### config.mk
export PLATFORM = sky130hd
export DESIGN_NAME = vcsa_adder
export DESIGN_NICKNAME = d
export VERILOG_FILES = /design/src/rtl/vcsa_pkg.sv /design/src/rtl/vcsa_rca.sv /design/src/rtl/vcsa_adder.sv
export SDC_FILE = /design/constraint.sdc
export NUM_CORES = 1
export LEC_CHECK = 0
export BUFFER_PORTS_ARGS = -buffer_cell sky130_fd_sc_hd__buf_4
export CELL_PAD_IN_SITES_DETAIL_PLACEMENT = 1
export CELL_PAD_IN_SITES_GLOBAL_PLACEMENT = 2
export CORE_MARGIN = 1.5
export CORE_UTILIZATION = 24
export CTS_BUF_LIST = sky130_fd_sc_hd__clkbuf_4 sky130_fd_sc_hd__clkbuf_8 sky130_fd_sc_hd__clkbuf_16
export DETAILED_ROUTE_END_ITERATION = 8
export PLACE_DENSITY = 0.78
export SYNTH_ARGS = -nofsm -noshare
export SYNTH_HDL_FRONTEND = slang
export SYNTH_SLANG_ARGS = --single-unit
### constraint.sdc
create_clock -name clk -period 0.9 [get_ports clk]
set_clock_uncertainty 0.15 [all_clocks]
set_input_delay 0.09 -clock clk [delete_from_list [all_inputs] [get_ports clk]]
set_output_delay 0.09 -clock clk [all_outputs]
set_load 0.05 [all_outputs]
### src/rtl/vcsa_pkg.sv
`default_nettype none
// ============================================================================
// Module   : vcsa_pkg
// Brief    : Block partition helpers for the variable-block carry-select adder
//            (sizes 4,4,5,6,6,7,8,8,9,...; last block truncated to fit n).
// Revision : 1.0
// ============================================================================
package vcsa_pkg;

  localparam int BLK0_W = 4;

  // Untruncated width of block idx: grows by one on two of every three blocks.
  function automatic int nominal_width(input int idx);
    return BLK0_W + idx - ((idx + 2) / 3);
  endfunction

  function automatic int blk_start(input int idx, input int n);
    int s;
    s = 0;
    for (int i = 0; i < idx; i++) s = s + nominal_width(i);
    return (s > n) ? n : s;
  endfunction

  function automatic int blk_width(input int idx, input int n);
    int s;
    int w;
    s = blk_start(idx, n);
    w = nominal_width(idx);
    return (s + w > n) ? (n - s) : w;
  endfunction

  function automatic int num_blocks(input int n);
    int k;
    k = 0;
    while (blk_start(k, n) < n) k = k + 1;
    return k;
  endfunction

endpackage
`default_nettype wire

### src/rtl/vcsa_rca.sv
`default_nettype none
// ============================================================================
// Module   : vcsa_rca
// Brief    : W-bit ripple-carry adder used as the building block of the VCSA.
// Revision : 1.0
// ============================================================================
module vcsa_rca #(
  parameter int W = 4
) (
  input  logic [W-1:0] a,
  input  logic [W-1:0] b,
  input  logic         ci,
  output logic [W-1:0] s,
  output logic         co
);

  logic c;

  always_comb begin
    s = '0;
    c = ci;
    for (int i = 0; i < W; i++) begin
      s[i] = a[i] ^ b[i] ^ c;
      c    = (a[i] & b[i]) | (c & (a[i] ^ b[i]));
    end
    co = c;
  end

endmodule
`default_nettype wire

### src/rtl/vcsa_adder.sv
`default_nettype none
// ============================================================================
// Module   : vcsa_adder
// Brief    : Registered variable-block carry-select adder, {Cout,S} = A+B+Cin.
//            Optional macro VCSA_OVF_EN adds a registered signed-overflow flag Ovf.
// Revision : 1.0
// ============================================================================
module vcsa_adder
  import vcsa_pkg::*;
#(
  parameter int n = 32
) (
  input  logic         clk,
  input  logic         rst,
  input  logic [n-1:0] A,
  input  logic [n-1:0] B,
  input  logic         Cin,
  output logic [n-1:0] S,
  output logic         Cout
`ifdef VCSA_OVF_EN
  ,
  output logic         Ovf
`endif
);

  localparam int NB = num_blocks(n);

  logic [n-1:0] sum;

  // Each block owns its carry-out; the next block reaches back for it so the
  // carry chain is not one self-referencing vector.
  for (genvar k = 0; k < NB; k++) begin : g_blk
    localparam int ST = blk_start(k, n);
    localparam int W  = blk_width(k, n);
    logic cout;

    if (k == 0) begin : g_ripple
      vcsa_rca #(.W(W)) u_rca (
        .a  (A[ST +: W]),
        .b  (B[ST +: W]),
        .ci (Cin),
        .s  (sum[ST +: W]),
        .co (cout)
      );
    end else begin : g_csel
      logic [W-1:0] s0;
      logic [W-1:0] s1;
      logic         c0;
      logic         c1;
      logic         cin_blk;

      assign cin_blk = g_blk[k-1].cout;

      vcsa_rca #(.W(W)) u_rca0 (
        .a  (A[ST +: W]),
        .b  (B[ST +: W]),
        .ci (1'b0),
        .s  (s0),
        .co (c0)
      );

      vcsa_rca #(.W(W)) u_rca1 (
        .a  (A[ST +: W]),
        .b  (B[ST +: W]),
        .ci (1'b1),
        .s  (s1),
        .co (c1)
      );

      assign sum[ST +: W] = cin_blk ? s1 : s0;
      assign cout         = cin_blk ? c1 : c0;
    end
  end

  always_ff @(posedge clk or posedge rst) begin
    if (rst) begin
      S    <= '0;
      Cout <= 1'b0;
    end else begin
      S    <= sum;
      Cout <= g_blk[NB-1].cout;
    end
  end

`ifdef VCSA_OVF_EN
  // Carry-in XOR carry-out of the MSB is equivalent to: like-signed operands
  // producing a sum of the opposite sign.
  logic ovf;
  assign ovf = (A[n-1] ~^ B[n-1]) & (sum[n-1] ^ A[n-1]);

  always_ff @(posedge clk or posedge rst) begin
    if (rst) Ovf <= 1'b0;
    else     Ovf <= ovf;
  end
`endif

endmodule
`default_nettype wire

==> key figures, run 1 <==
Run status
  – Status: finished, violations left
  – Failing checks: negative hold slack, negative setup slack

Timing
  – Tcrit/Tclk final: 1130%
  – Worst Tran Pin Value: 0.180 ns
  – Max Slew Vio Count: 0
  – Slew headroom: 87.8%
  – RSZ-0062 raised after global routing: yes
  – Final hold viol count: 20
  – Fmax: 98.7 MHz
  – Fin crit period: 10.13 ns
  – Setup ws final: -9.23 ns
  – Hold slack: -0.0411 ns
  – Setup violations, final: 65

Global route
  – GR Overflow Total: 0
  – Largest net degree at the start of global routing: 34
  – Antenna violations before repair: 0
  – First-pass GRT wire length: 7100 um
  – Vias in the first global route: 1,591
  – GRT Util Overall: 12.2%

Synthesis
  – Xor/xnor share of the synthesized area: 2.50%
  – Avg Inst Size Synth: 14.0 um2
  – Post-synthesis register bit count: 33
  – Synth Area in Adders: 38.1%
  – Yosys Warn Count: 0
  – Simple-gate portion of the synthesized area: 0.215%
  – Cell area after synthesis: 1750 um2
  – Synth unique cells: 9
  – Register area share after synthesis: 47.2%
  – Area fraction in compound gates after synthesis: 0.286%
  – Mux share of post-synthesis cell area: 2.29%
  – Main combinational cell family by area after synthesis: adder cells
  – Synth Instances: 125
  – Syn nets: 229

Layout
  – Layout cells sized above 1: 70.3%
  – Syn-to-layout area delta: 83.4%
  – # diodes: 0
  – Final Util: 46.4%
  – Nets: 360

Critical path
  – CP endpoint kind: flip-flop
  – Most frequent CP cell: fa_2
  – WS Path Type: in2reg
  – Slowest CP cell: fa_2
  – Startpoint types: primary input
  – Worst path max stage delay: 0.42 ns
  – Critical path required time: 0.97 ns
  – Worst Path Arrival: 10.20 ns
  – CP Max Fanout: 2

Route
  – Total number of vias: 1,313
  – Vias per inst: 3.73
  – Wire per inst: 12.3 um
  – Drt first pass iters: 2
  – Drt drc: 0
  – Iter 0 DRT Violations: 6
  – DRT Wirelength: 4330 um
  – DRT antenna net count: 0

Pwr
  – Maximum VDD drop: 0.000516 V
  – Final total power: 5.97 mW
  – P_leak: 1.61 nW
  – NetSw: 2.31 mW
  – Switch share: 38.7%
  – Reg power frac: 32.2%
  – Pint: 3.66 mW
  – Pwr dens: 1860 nW/um2
  – Logic pwr share: 48.6%
  – Clock power share: 19.2%

CTS
  – CTS H-tree depth: 2
  – Clk sink count: 33
  – Hold_buf cts: 1
  – Clock buffer depth: 2
  – CTS tree: done
  – Clk slew on worst S/H paths: 0.07 ns
  – Root Driver: clkbuf_8
  – CTS buffer count: 5

Floorplanning
  – IO Count: 100
  – FP Rows: 30
  – Initial Util: 25.3%
  – Die Y-Extent: 88.4 um
  – Core area: 6910 um2
  – Die ar.: 7810 um2
  – Die Wd: 88.4 um

Flow run
  – # Max-Cap Violations: 0

Placement
  – Place WS: -9.95 ns
  – Final GP Congestion: 0.651
  – PortBufs: 99
  – DP Wirelength: 3500 um

Hold path
  – Hold Crit Class: in2reg
[logic make-up after synthesis]
family                     count (synthesis)
buffers and inverters                     44
adders and majority gates                 37
DFF                                       33
xor gates and xnor gates                   5
muxes                                      4
AOI/OAI and AO/OA                          1
and+or+nand+nor                            1
[metrics by stage]
stage	area, um2	TNS [ns]	std cells
after floorplan	1820	-154.19	125
after CTS	3140	-158.10	348
after detailed placement	2720	-167.16	323
final	3210	-157.04	352
after global routing	3210	-164.28	352
after global placement	2720	-162.85	323
[metal layers]
layer  wire length (um)  global-route usage, %
met2               2440                   23.4
met1               1400                   12.0
met4                 74                   3.55
met3                412                   4.85
met5                  0                      0
[cell usage after synthesis, drive strengths merged]
master	count	area [um2]
xnor2	3	26.3
dfrtp	33	826
mux2i	4	40.0
a21oi	1	5.00
inv	44	165
ha	10	125
fa	27	541
xor2	2	17.5
nor2	1	3.75
[registers in the layout, summed over array words and instances, names as in the netlist]
name,flops
S,32
Cout,1
[cell usage in the layout (no fill, tap or decap)]
| cell | n |
|---|---|
| xnor2_2 | 3 |
| buf_6 | 50 |
| clkinvlp_4 | 1 |
| nor2_2 | 1 |
| clkbuf_4 | 1 |
| dlygate4sd3_1 | 1 |
| fa_2 | 27 |
| a21oi_2 | 1 |
| clkbuf_8 | 6 |
| mux2i_2 | 4 |
| inv_2 | 13 |
| dfrtp_1 | 33 |
| buf_12 | 1 |
| buf_4 | 72 |
| ha_1 | 10 |
| inv_1 | 30 |
| xor2_1 | 2 |
[power by group through the flow]
stage / registers (mW) / clock network, mW / logic [mW]
floorplan: 2.98 / 0 / 0.421
detailed placement: 1.90 / 0 / 2.48
global placement: 1.89 / 0 / 2.42
global route: 1.95 / 1.30 / 3.11
CTS: 1.93 / 1.21 / 2.86
finish: 1.92 / 1.15 / 2.90
[area by class of cell]
class / instances / area, um2
Clock buffer: 7 / 90.1
Fill cell: 770 / 3700
Inverter: 44 / 169
Sequential cell: 33 / 826
Timing Repair Buffer: 124 / 1130
Multi-Input combinational cell: 48 / 870
Tap cell: 96 / 120
[worst max-delay path, delay by kind of cell]
family                   cells  cell delay (ns)
adder cells (fa/ha/maj)     27             8.75
buffers and inverters        9             0.50
AND/OR/NAND/NOR              1             0.05
multiplexers                 4             0.71
AO/OA/AOI/OAI                1             0.11
[timing repair]
| item | CTS | global route |
|---|---|---|
| pin swaps | 11 | 0 |
| resized for setup | 55 | 13 |
| endpoints found under the hold margin | 53 | 20 |
| endpoints found under the setup margin | 65 | 65 |
| buffers inserted | 17 | 6 |
[worst paths after layout]
check | slack, ns | end | depth (start not counted) | start
worst max-delay path | -9.23 | S[31]$_DFF_PP0_ | 42 | A[0]
worst min-delay path | -0.04 | S[11]$_DFF_PP0_ | 2 | B[11]
max in group asynchronous | 0.14 | S[29]$_DFF_PP0_ | 4 | rst
min in group asynchronous | 0.29 | Cout$_DFF_PP0_ | 4 | rst
(Power assumes the default switching activity.)
==> run 2: changes to the inputs <==
--- a/config.mk
+++ b/config.mk
@@ -9,10 +9,11 @@
 export CELL_PAD_IN_SITES_DETAIL_PLACEMENT = 1
 export CELL_PAD_IN_SITES_GLOBAL_PLACEMENT = 2
 export CORE_MARGIN = 1.5
-export CORE_UTILIZATION = 24
-export CTS_BUF_LIST = sky130_fd_sc_hd__clkbuf_4 sky130_fd_sc_hd__clkbuf_8 sky130_fd_sc_hd__clkbuf_16
+export CORE_UTILIZATION = 25
+export CTS_BUF_LIST = sky130_fd_sc_hd__clkbuf_2
+export CTS_CLUSTER_DIAMETER = 60
 export DETAILED_ROUTE_END_ITERATION = 8
-export PLACE_DENSITY = 0.78
+export PLACE_DENSITY = 0.81
 export SYNTH_ARGS = -nofsm -noshare
 export SYNTH_HDL_FRONTEND = slang
 export SYNTH_SLANG_ARGS = --single-unit
==> key figures, run 2 (same netlist as run 1, synthesis figures left out) <==
Layout
  – Largest regs: S: 32 flops, Cout: 1 flops
  – Fillers: 736
  – Max reg flops: 32
  – Syn-to-layout area delta: 72.4%
  – Seq. cell area: 826 um2
  – Most frequent cells in the layout: buf_4, buf_6, dfrtp_1, inv_1, fa_2
  – # diodes: 0
  – Area taken by multi-input logic gates: 863 um2
  – Nets: 349
  – Most common cell after layout, fill and taps aside: buf_4
  – Finished Cell Area: 3020 um2
  – Layout cells sized above 1: 68.7%
  – Reg with most FFs: S

Route
  – Total number of vias: 1,260
  – Vias per inst: 3.68
  – DRT antenna net count: 0
  – Wire per inst: 12.3 um
  – Drt first pass iters: 4
  – Drt drc: 0
  – Iter 0 DRT Violations: 10
  – DRT Wirelength: 4190 um

Timing
  – Final hold viol count: 30
  – Setup ws final: -9.17 ns
  – RSZ-0062 raised after global routing: yes
  – Max Slew Vio Count: 0
  – Hold slack: -0.138 ns
  – Tcrit/Tclk final: 1120%
  – Slew headroom: 84.4%
  – Setup violations, final: 65
  – Fmax: 99.3 MHz
  – Worst Tran Pin Value: 0.233 ns
  – Fin crit period: 10.07 ns
  – Setup TNS: -157.40 ns

Critical path
  – CP endpoint kind: flip-flop
  – CP Max Fanout: 2
  – Slowest CP cell: fa_2
  – Startpoint types: primary input
  – Most frequent CP cell: fa_2
  – Worst Path Arrival: 10.25 ns
  – WS Path Type: in2reg
  – Critical path required time: 1.08 ns
  – Worst path max stage delay: 0.42 ns

Flow run
  – # Max-Cap Violations: 0

Global route
  – GRT Util Overall: 11.4%
  – First-pass GRT wire length: 6500 um
  – Antenna violations before repair: 0
  – GR Overflow Total: 0
  – Vias in the first global route: 1,487
  – Largest net degree at the start of global routing: 18

Floorplanning
  – Die Y-Extent: 86.6 um
  – Core area: 6790 um2
  – Die Wd: 86.6 um
  – FP Rows: 30
  – IO Count: 100
  – Die ar.: 7510 um2
  – Initial Util: 25.7%

CTS
  – Root Driver: clkbuf_2
  – CTS tree: done
  – CTS H-tree depth: 2
  – Clk sink count: 33
  – CTS buffer count: 5
  – Clk slew on worst S/H paths: 0.19 ns
  – Clock buffer depth: 2
  – Hold_buf cts: 1

Pwr
  – P_leak: 1.51 nW
  – Pwr dens: 1790 nW/um2
  – Maximum VDD drop: 0.000425 V

Run status
  – Status: finished, violations left
  – Failing checks: negative hold slack, negative setup slack

Placement
  – Final GP Congestion: 0.705
  – DP Wirelength: 3450 um
  – PortBufs: 99
  – Placement-stage cell area: 2730 um2

Hold path
  – Hold Crit Class: in2reg
## run 2: cell types whose count changed in the layout (fill, tap and decap cells not counted), sizes merged
| cell | change |
|---|---|
| clkbuf | -1 |
| clkinv | +2 |
| buf | -11 |
## run 2: what timing repair did
action / CTS / global route
gates resized for setup: 46 / 10
setup buffers: 4 / 4
hold endpoints to repair: 66 / 33
pin swaps: 15 / 1
setup endpoints to repair: 65 / 64
## run 2: metrics by stage
stage	setup slack, ns	hold slack, ns	cells	power (mW)	util (%)
finish	-9.17	-0.138	342	5.40	44.4
global route	-9.47	-0.187	342	5.75	44.4
CTS	-9.25	-0.172	338	5.41	43.5
detailed placement	-9.99	-0.000837	325	4.37	40.1
global placement	-9.78	-0.00582	325	4.31	40.1
floorplan	-9.35	-0.125	125	3.40	-
## run 2: layout make-up
cell class                 instances  area share (%)
sequential                        33            27.4
multi-input combinational         48            28.6
tap                               96            3.98
inverter                          44            5.60
clock buffer                       6           0.996
timing repair buffer             113            33.1
clock inverter                     2           0.332
## run 2: worst paths after layout
check	slack, ns	depth (start not counted)	from	to
setup / recovery	-9.17	42	A[0]	S[31]$_DFF_PP0_
hold / removal	-0.14	2	B[6]	S[6]$_DFF_PP0_
max in group asynchronous	0.24	4	rst	S[19]$_DFF_PP0_
min in group asynchronous	0.14	4	rst	S[5]$_DFF_PP0_
## run 2: metal layers
layer	share of wire [%]	track usage, %
met5	0	0
met1	35	11.8
met2	56	21.2
met4	0.93	4.40
met3	8.3	3.71
## run 2: critical path, delay by kind of cell
| kind | cells | cell delay (ns) |
|---|---|---|
| fa+ha+maj | 27 | 8.77 |
| compound gates | 1 | 0.12 |
| buf+inv | 9 | 0.50 |
| simple gates | 1 | 0.05 |
| mux | 4 | 0.72 |
## run 2: power by group
part	total (mW)	leakage, nW	internal, mW	switching, mW
registers	1.92	0.385	1.78	0.142
clock network	0.712	0.0327	0.196	0.516
logic	2.77	1.09	1.13	1.64
